===== src/rtl/layer_output_serializer.sv =====
// Captures one layer's parallel neuron outputs and streams them one element per accepted cycle.
// Optional running argmax over each frame when ARGMAX_EN is defined.
module layer_output_serializer #(
  parameter int numNeurons = 30,
  parameter int dataWidth  = 16,
  localparam int idxWidth  = $clog2(numNeurons)
) (
  input  logic                            clk,
  input  logic                            rst,
  input  logic [numNeurons*dataWidth-1:0] in_data,
  input  logic                            in_valid,
  input  logic                            out_ready,
  output logic [dataWidth-1:0]            out_data,
  output logic                            out_valid,
  output logic                            out_last,
  output logic [idxWidth-1:0]             out_idx,
  output logic                            busy,
  output logic                            overrun,
  output logic [idxWidth-1:0]             argmax_idx,
  output logic                            argmax_valid,
  output logic                            dbg_state
);

  typedef enum logic {
    IDLE  = 1'b0,
    SHIFT = 1'b1
  } state_t;

  localparam logic [idxWidth-1:0] LAST_IDX = idxWidth'(numNeurons - 1);

  state_t                          state_q;
  logic [numNeurons*dataWidth-1:0] shift_q;
  logic [idxWidth-1:0]             count_q;

  // Handshake: an element moves when out_valid & out_ready are both high at a rising
  // edge; while out_valid is high, out_data/out_idx/out_last do not change until that
  // transfer. in_valid is a single-cycle pulse with no back-pressure.
  logic xfer, last_xfer, accept;

  assign xfer      = out_valid & out_ready;
  assign last_xfer = xfer & out_last;
  assign accept    = in_valid & ((state_q == IDLE) | last_xfer);

  assign out_idx   = count_q;
  assign busy      = out_valid;
  assign dbg_state = state_q;

  always_ff @(posedge clk or posedge rst) begin
    if (rst) begin
      state_q   <= IDLE;
      shift_q   <= '0;
      count_q   <= '0;
      out_data  <= '0;
      out_valid <= 1'b0;
      out_last  <= 1'b0;
      overrun   <= 1'b0;
    end else begin
      if (accept) begin
        state_q   <= SHIFT;
        out_data  <= in_data[dataWidth-1:0];
        shift_q   <= in_data >> dataWidth;
        count_q   <= '0;
        out_valid <= 1'b1;
        out_last  <= 1'b0;
      end else if (state_q == SHIFT && xfer) begin
        if (out_last) begin
          state_q   <= IDLE;
          out_valid <= 1'b0;
          out_last  <= 1'b0;
        end else begin
          out_data <= shift_q[dataWidth-1:0];
          shift_q  <= shift_q >> dataWidth;
          count_q  <= count_q + idxWidth'(1);
          out_last <= ((count_q + idxWidth'(1)) == LAST_IDX);
        end
      end
      // A frame arriving while one is still held is dropped; the held frame is untouched.
      if (in_valid && state_q == SHIFT && !last_xfer) begin
        overrun <= 1'b1;
      end
    end
  end

`ifdef ARGMAX_EN
  logic signed [dataWidth-1:0] max_q, max_nxt;
  logic [idxWidth-1:0]         max_idx_q, max_idx_nxt;

  // Strict greater-than keeps the lower index on ties; element 0 seeds the maximum.
  always_comb begin
    max_nxt     = max_q;
    max_idx_nxt = max_idx_q;
    if (count_q == '0 || $signed(out_data) > max_q) begin
      max_nxt     = $signed(out_data);
      max_idx_nxt = count_q;
    end
  end

  always_ff @(posedge clk or posedge rst) begin
    if (rst) begin
      max_q        <= '0;
      max_idx_q    <= '0;
      argmax_idx   <= '0;
      argmax_valid <= 1'b0;
    end else begin
      argmax_valid <= 1'b0;
      if (xfer) begin
        max_q     <= max_nxt;
        max_idx_q <= max_idx_nxt;
        if (out_last) begin
          argmax_idx   <= max_idx_nxt;
          argmax_valid <= 1'b1;
        end
      end
    end
  end
`else
  assign argmax_idx   = '0;
  assign argmax_valid = 1'b0;
`endif

endmodule

===== config.mk =====
export PLATFORM = sky130hd
export DESIGN_NAME = layer_output_serializer
export DESIGN_NICKNAME = d
export VERILOG_FILES = /design/src/rtl/layer_output_serializer.sv
export SDC_FILE = /design/constraint.sdc
export NUM_CORES = 1
export LEC_CHECK = 0
export CELL_PAD_IN_SITES_DETAIL_PLACEMENT = 0
export CELL_PAD_IN_SITES_GLOBAL_PLACEMENT = 1
export CORE_MARGIN = 2
export CORE_UTILIZATION = 25
export CTS_CLUSTER_DIAMETER = 100
export DETAILED_ROUTE_END_ITERATION = 10
export PLACE_DENSITY = 0.53
export SLEW_MARGIN = 15
export SYNTH_ARGS = -nofsm -noshare
export SYNTH_HDL_FRONTEND = slang
export SYNTH_SLANG_ARGS = --single-unit

===== constraint.sdc =====
create_clock -name clk -period 21.6 [get_ports clk]
set_input_delay 4.32 -clock clk [delete_from_list [all_inputs] [get_ports clk]]
set_output_delay 4.32 -clock clk [all_outputs]
set_load 0.03 [all_outputs]

==> flow_metrics.tcl, run 1 <==
set metrics [dict create \
    status "complete, no violations" \
    timing.fmax_mhz 122.3 \
    holdPathEnd "shift_q[200]" \
    remaining_drc_errors 0 \
    combPwrFrac_pct 16.5 \
    whs_ps 511.4 \
    yosysWarnings 0 \
    cts_setup_buffers 0 \
    io_buffer_count 509 \
    die_w_um 297.1 \
    grt_pass1_wl_mm 121.6 \
    vias 17339 \
    ctsLongestPathBuffers 3 \
    viasPerCell 5.237 \
    die-area_um2 88290 \
    post_drt_wl_per_cell_um 25.05 \
    antenna_found_initial 12 \
    p_seq_share_pct 45.4 \
    cp-end-kind "flop" \
    p_int_mw 2.020 \
    drive_gt1_share_pct 6.056 \
    dr.pass1.iters 5 \
    tightest_slew_ps 1302 \
    multi_input_area_um2 8098 \
    slew_headroom_pct 13.21 \
    p_sw_share_pct 27.73 \
    hold_path_class "flop to flop" \
    crit_type "input pin to flop" \
    r2r_end "shift_q[61]" \
    fin_crit_ps 8175 \
    regArea_um2 12210 \
    dp.cells 3197 \
    skew_ps 19.30 \
    grt_pass1_vias 17962 \
    dp.final_hpwl_mm 54.43 \
    rows 107 \
    crit_required_ps 22140 \
    clock-root-buffer "clkbuf_16" \
    ys_ff_latch 488 \
    critPathArrivalTime_ps 8710 \
    drt_iter0_markers 1730 \
    hold_violations 0 \
    tns_ps 0 \
    p_per_area_nw_per_um2 95.73 \
    antenna_left 0 \
    final_cell_mix "clkdlybuf4s50_1 (508), dfrtp_1 (488), a221o_1 (446), and3_1 (445), clkbuf_16 (61)" \
    ioPinCount 516 \
    synth_area_leaders "dfrtp_1 (57%), a221o_1 (21%), and3_1 (13%)" \
    synth_top_area_share_pct 56.84 \
    fin_nets 2600 \
    leakage_nw 14.42 \
    p_clk_share_pct 38.2 \
    syn_area_um2 21480 \
    yosysTopAreaCell "dfrtp_1" \
    max-cap-violations 0 \
    h-tree-depth 2 \
    cts_tree "yes" \
    cts-buffers-inserted 58 \
    insertion_delay_ps 610 \
    grt-ovfl-total 0 \
    hold_depth 1 \
    instances_no_fill 3311 \
    hold_start "shift_q[216]" \
    avgSynthCellArea_um2 12.33 \
    ir_worst_vdd_uv 60.74 \
    postSynthCellCount 1742 \
    core_area_um2 85150 \
    r2r_start "dbg_state" \
    clk_pin_slew_ps 60 \
    cp-start-kind "input pin" \
    initial_utilization_pct 25.23 \
    rrSetupSlack_ps 17130 \
    die_h_um 297.1 \
    rsz0062_at_grt "no" \
    fill_cells 8487 \
    cts.sinks 488 \
    gp_congestion 0.8007 \
    setup_viol 0 \
    totalWireLength_mm 82.93 \
    final_common_cell "clkdlybuf4s50_1" \
    grt_start_max_net_pins 251 \
    synthToLayoutAreaGrowth_pct 35.95 \
    setup_slack_ps 13430 \
    cts_hold_buf 0 \
    cts-resized-gates 0 \
    grtUsageTotal_pct 17.93 \
    p_switching_uw 775.2 \
    period_share_pct 37.85 \
    design_power_total_mw 2.796 \
    post-place-ws_ps 12650 \
    crit_path_max_fanout 84 \
    yosysUniqueCellTypes 33 \
    slew_violations 0 \
    yosysSeqAreaShare_pct 56.84 \
    reg2reg_depth 6 \
]
through the flow:
stage	utilization, %	instance area, um^2
global route	34.29	29200
global placement	31.79	27070
detailed placement	31.79	27070
CTS	34.27	29180
finish	34.30	29210
floorplan	-	21500
cells in the mapped netlist:
cell type and count:
a21boi_0 1, o21ai_0 34, and3b_1 1, nand3_1 33, nand2_1 7, buf_4 63
nand3b_1 1, buf_2 54, ha_1 2, xor2_1 2, conb_1 1, mux2i_1 17
a2111oi_0 1, o31ai_1 1, a21boi_1 1, a21oi_1 19, o22ai_1 1, nor2_1 3
buf_1 1, dfrtp_1 488, clkbuf_1 98, a21bo_2 1, a21o_1 1, a21oi_2 1
inv_1 6, o21ai_1 1, a221o_1 446, o21a_1 1, and3_1 445, a31oi_1 1
nand4_1 1, buf_6 7, o32ai_1 2
power by group through the flow:
stage	combinational, mW	clock (mW)	sequential (mW)
2_1_floorplan	0.268	0	1.23
3_3_place_gp	0.452	0	1.29
3_5_place_dp	0.463	0	1.28
4_1_cts	0.466	1.10	1.27
5_1_grt	0.498	1.13	1.29
6_report	0.460	1.07	1.27
sequential cells by signal (all words and copies together) (netlist names):
| register | flops |
|---|---|
| overrun | 1 |
| out_last | 1 |
| shift_q | 464 |
| out_data | 16 |
| out_idx | 5 |
| dbg_state | 1 |
critical path: stages:
cell	delay [ps]
clkdlybuf4s50_1	520
and3b_4	450
a21oi_4	650
buf_4	810
buf_4	790
buf_4	690
a221o_1	260
layer usage:
metal	share of wire (%)	global-route usage (%)
met2	48	28.54
met4	2.3	4.882
met3	5.5	3.630
met1	44	24.75
met5	0.063	0
how the worst max path moves through the flow:
stage,to,depth (start not counted),slack [ps],startpoint
finish,shift_q[61],7,13430,out_ready
global route,shift_q[57],7,13260,out_ready
CTS,shift_q[54],7,13330,out_ready
detailed placement,shift_q[54],7,12650,out_ready
global placement,shift_q[57],7,12790,out_ready
floorplan,dbg_state,1,3660,rst
kinds of logic after synthesis:
family,after synthesis,share of synthesized area [%]
buffers and inverters,229,5.661
AOI/OAI and AO/OA,512,22.48
and+or+nand+nor,491,14.01
xor gates and xnor gates,2,0.08155
DFF,488,56.84
muxes,17,0.7921
adders and majority gates,2,0.1165
other,1,0.01746
final cells by class:
| cell class | instances | area share, % |
|---|---|---|
| Sequential cell | 488 | 41.81 |
| Multi-Input combinational cell | 1030 | 27.73 |
| Timing Repair Buffer | 530 | 18.22 |
| Clock buffer | 83 | 6.058 |
| Tap cell | 1144 | 4.901 |
| Clock inverter | 26 | 1.148 |
| Inverter | 6 | 0.1028 |
| Antenna cell | 4 | 0.03427 |
Note: power is estimated with default switching activity, not from simulation.
==> inputs of run 2 (changes only) <==
Clock period 21.6 ns to 7.6 ns, I/O delays scaled along.
==> run 2 against run 1 <==
  * Utilization is 0.20 points lower
  * Final cell count barely moved
  * Clock skew shrank 6.9 ps
  * Critical path depth fell by 1
  * Power grew to 2.8 times the previous value
  * Largest cell class unchanged
==> flow_metrics.tcl, run 2 (synthesis gave the netlist of run 1 again) <==
set metrics [dict create \
    ioPinCount 516 \
    fin_nets 2600 \
    max-cap-violations 0 \
    die-area_um2 88290 \
    final_cell_mix "clkdlybuf4s50_1 (508), dfrtp_1 (488), a221o_1 (446), and3_1 (445), clkbuf_16 (61)" \
    whs_ps 505.7 \
    insertion_delay_ps 600 \
    die_w_um 297.1 \
    period_share_pct 57.02 \
    r2r_start "dbg_state" \
    ctsLongestPathBuffers 3 \
    antenna_found_initial 17 \
    rsz0062_at_grt "no" \
    status "complete, no violations" \
    crit_required_ps 8140 \
    rows 107 \
    h-tree-depth 2 \
    tightest_slew_ps 1320 \
    drive_gt1_share_pct 5.427 \
    grt_pass1_vias 17927 \
    final_common_cell "clkdlybuf4s50_1" \
    drt_iter0_markers 1804 \
    r2r_end "out_data[5]" \
    grt_start_max_net_pins 234 \
    grt-ovfl-total 0 \
    cts.sinks 488 \
    final_util_pct 34.10 \
    antenna_left 0 \
    critPathArrivalTime_ps 4870 \
    clock-root-buffer "clkbuf_16" \
    cts_setup_buffers 0 \
    viasPerCell 5.291 \
    cp_slowest_cell "a21bo_4" \
    ir_worst_vdd_uv 178.2 \
    setup_viol 0 \
    skew_ps 12.43 \
    crit_path_max_fanout 92 \
    cp-end-kind "flop" \
    hold_violations 0 \
    die_h_um 297.1 \
    cp_common_cell "buf_4" \
    fin_crit_ps 4334 \
    cts_tree "yes" \
    clk_pin_slew_ps 60 \
    crit_type "input pin to flop" \
    cts-buffers-inserted 58 \
    grt_pass1_wl_mm 123.8 \
    vias 17501 \
    totalWireLength_mm 83.74 \
    gp_congestion 0.7889 \
    remaining_drc_errors 0 \
    max_stage_delay_ps 820 \
    hold_depth 1 \
    synthToLayoutAreaGrowth_pct 35.15 \
    worstPathCellList "clkdlybuf4s50_1 > a21bo_4 > buf_4 > buf_4 > and3_1 > a221o_1" \
    io_buffer_count 509 \
    slew_headroom_pct 11.99 \
    cts-resized-gates 0 \
    timing.fmax_mhz 230.8 \
    cts_hold_buf 0 \
    hold_path_class "flop to flop" \
    grtUsageTotal_pct 18.25 \
    hold_start "shift_q[403]" \
    holdPathEnd "shift_q[387]" \
    cp-start-kind "input pin" \
    rrSetupSlack_ps 4260 \
    max_flop_register "shift_q" \
    dr.pass1.iters 5 \
    initial_utilization_pct 25.23 \
    core_area_um2 85150 \
    p_per_area_nw_per_um2 265.6 \
    reg2reg_depth 5 \
    leakage_nw 14.32 \
    fill_cells 8482 \
    post_drt_wl_per_cell_um 25.31 \
    slew_violations 0 \
    largest_register_ffs 464 \
    dp.final_hpwl_mm 54.24 \
]
## run 2: area by class of cell
type	instances	area (um^2)	share of cell area, %
tap	1144	1431	4.930
antenna	8	20.02	0.06895
clock buffer	84	1713	5.899
sequential	488	12210	42.06
multi-input combinational	1030	8103	27.91
clock inverter	18	172.7	0.5947
inverter	6	26.28	0.09049
timing repair buffer	530	5358	18.45
## run 2: worst max path at each step
stage	startpoint	endpoint	slack [ps]
3_5_place_dp	out_ready	out_data[9]	2730
3_3_place_gp	out_ready	shift_q[456]	2780
6_report	out_ready	out_data[5]	3270
2_1_floorplan	rst	dbg_state	-540
4_1_cts	out_ready	shift_q[429]	3380
5_1_grt	out_ready	shift_q[456]	3050
## run 2: stage by stage
stage               setup TNS, ps  power, mW  setup slack, ps  std cells  area (um^2)
floorplan                 -261880      4.253           -536.6       1747        21510
global route                    0      8.069             3054       3304        29030
CTS                             0      7.822             3381       3300        29020
detailed placement              0      4.965             2726       3198        27130
finish                          0      7.711             3266       3308        29040
global placement                0      4.949             2775       3198        27120
## run 2: per-layer routing
metal / wire, um / track usage, % / vias up
li1: - / - / 7815
met1: 37030 / 25.17 / 8977
met2: 40710 / 29.54 / 597
met3: 4749 / 3.791 / 92
met4: 1128 / 3.716 / 20
met5: 123 / 0 / -
## run 2: where the power goes
part | internal (mW) | switching (mW) | leakage (nW)
sequential | 3.14 | 0.464 | 6.72
clock | 1.65 | 1.15 | 0.929
combinational | 0.754 | 0.557 | 6.67
## run 2: critical path, delay by kind of cell
family	cells	cell delay, ps
simple gates	1	270
buf+inv	3	2030
compound gates	2	930
==> inputs of run 3 (changes only) <==
Clock period 7.6 ns to 4.1 ns, I/O delays scaled along.
==> run 3 against run 2 <==
  * Die area did not move
  * Non-clock buffer count grew 15
  * Clock power grew 91%
  * Clock skew up 2.7 ps
  * Register-to-register slack got worse by 2700 ps
  * Worst hold slack worse by 18 ps
  * Worst setup slack got worse by 2000 ps
  * Sequential share of layout area decreased by 0.36 points
  * Power is 88% higher
  * Via count is 0.19% higher
  * Critical path depth decreased by 1
  * Clock-buffer cell count grew 2
  * Highest routed layer unchanged
==> flow_metrics.tcl, run 3 (synthesis gave the netlist of run 1 again) <==
set metrics [dict create \
    antenna_found_initial 15 \
    rsz0062_at_grt "no" \
    crit_path_max_fanout 85 \
    insertion_delay_ps 610 \
    fin_area_um2 29280 \
    rrSetupSlack_ps 1560 \
    dp.cells 3213 \
    drive_gt1_share_pct 6.210 \
    status "complete, no violations" \
    fin_crit_ps 2791 \
    critPathArrivalTime_ps 3250 \
    grt_pass1_vias 18271 \
    fin_nets 2615 \
    leakage_nw 14.46 \
    p_sw_share_pct 27.74 \
    slew_violations 0 \
    design_power_total_mw 14.48 \
    tightest_slew_ps 1336 \
    crit_required_ps 4560 \
    clock-root-buffer "clkbuf_16" \
    p_switching_mw 4.019 \
    hold_path_class "flop to flop" \
    skew_ps 15.12 \
    ir_worst_vdd_uv 312.6 \
    totalWireLength_mm 83.09 \
    grt-ovfl-total 0 \
    grt_start_max_net_pins 259 \
    io_buffer_count 509 \
    grtUsageTotal_pct 18.16 \
    die-area_um2 88290 \
    cts_tree "yes" \
    max_flop_register "shift_q" \
    cp-start-kind "input pin" \
    ioPinCount 516 \
    ctsLongestPathBuffers 3 \
    period_share_pct 68.06 \
    post_drt_wl_per_cell_um 25.00 \
    gp_congestion 0.7927 \
    cts.sinks 488 \
    fill_cells 8540 \
    hold_violations 0 \
    remaining_drc_errors 0 \
    max-cap-violations 0 \
    timing.fmax_mhz 358.4 \
    initial_utilization_pct 25.23 \
    setup_viol 0 \
    cts_setup_buffers 0 \
    final_common_cell "clkdlybuf4s50_1" \
    h-tree-depth 2 \
    placed_cell_area_um2 27300 \
    cts-buffers-inserted 58 \
    rows 107 \
    core_area_um2 85150 \
    p_clk_share_pct 37.0 \
    p_per_area_nw_per_um2 494.6 \
    grt_pass1_wl_mm 123.5 \
    die_w_um 297.1 \
    final_util_pct 34.39 \
    cts_hold_buf 0 \
    clk_pin_slew_ps 60 \
    slew_headroom_pct 10.94 \
    viasPerCell 5.277 \
    synthToLayoutAreaGrowth_pct 36.31 \
    cts-resized-gates 0 \
    final_cell_mix "clkdlybuf4s50_1 (508), dfrtp_1 (488), a221o_1 (446), and3_1 (445), clkbuf_16 (61)" \
    crit_type "input pin to flop" \
    drt_iter0_markers 1529 \
    antenna_left 0 \
    p_seq_share_pct 46.1 \
    dp.final_hpwl_mm 55.03 \
    dr.pass1.iters 5 \
    cp-end-kind "flop" \
    instances_no_fill 3323 \
    vias 17535 \
    largest_register_ffs 464 \
    combPwrFrac_pct 16.9 \
    die_h_um 297.1 \
    p_int_mw 10.47 \
]
[run 3: power by group through the flow]
stage	sequential, mW	clock (mW)	combinational (mW)
6_report	6.68	5.35	2.45
5_1_grt	6.79	5.73	2.66
4_1_cts	6.70	5.52	2.48
3_5_place_dp	6.76	0	2.47
3_3_place_gp	6.77	0	2.42
2_1_floorplan	6.47	0	1.41
[run 3: final timing paths]
| check | start | end | depth (start not counted) |
|---|---|---|---|
| worst max register to register | out_last | out_last | 4 |
| worst min-delay path | overrun | overrun | 1 |
| min in group asynchronous | rst | shift_q[416] | 2 |
| worst max-delay path | out_ready | out_last | 5 |
| worst min register to register | overrun | overrun | 1 |
| max in group asynchronous | rst | shift_q[276] | 3 |
[run 3: worst max-delay path: stages]
cell	delay, ps
clkdlybuf4s50_1	600
and3b_4	460
buf_4	780
nor2_1	110
a2111oi_0	410
[run 3: metrics by stage]
step	setup slack, ps	hold slack, ps	TNS [ps]
5_1_grt	1104	520.9	0
4_1_cts	1292	509.0	0
6_report	1309	487.9	0
3_5_place_dp	783.5	488.5	0
2_1_floorplan	-3337	477.9	-1628280
3_3_place_gp	745.3	491.0	0
[run 3: per-layer routing]
metal	track usage (%)	part of all wire, %	up-vias
met3	3.644	5.9	104
met2	29.79	48	572
li1	-	-	7807
met4	3.944	1.6	16
met1	24.73	44	9036
met5	0	0.10	-
[run 3: final cells by class]
| class | instances | area [um^2] | share of cell area, % |
|---|---|---|---|
| diodes | 5 | 12.51 | 0.04273 |
| clock buffers | 86 | 1740 | 5.943 |
| clock inverters | 19 | 230.2 | 0.7862 |
| inverters | 6 | 26.28 | 0.08973 |
| multi-input cells | 1030 | 8098 | 27.65 |
| flip-flops and latches | 488 | 12210 | 41.70 |
| well taps | 1144 | 1431 | 4.888 |
| repair buffers | 545 | 5533 | 18.89 |
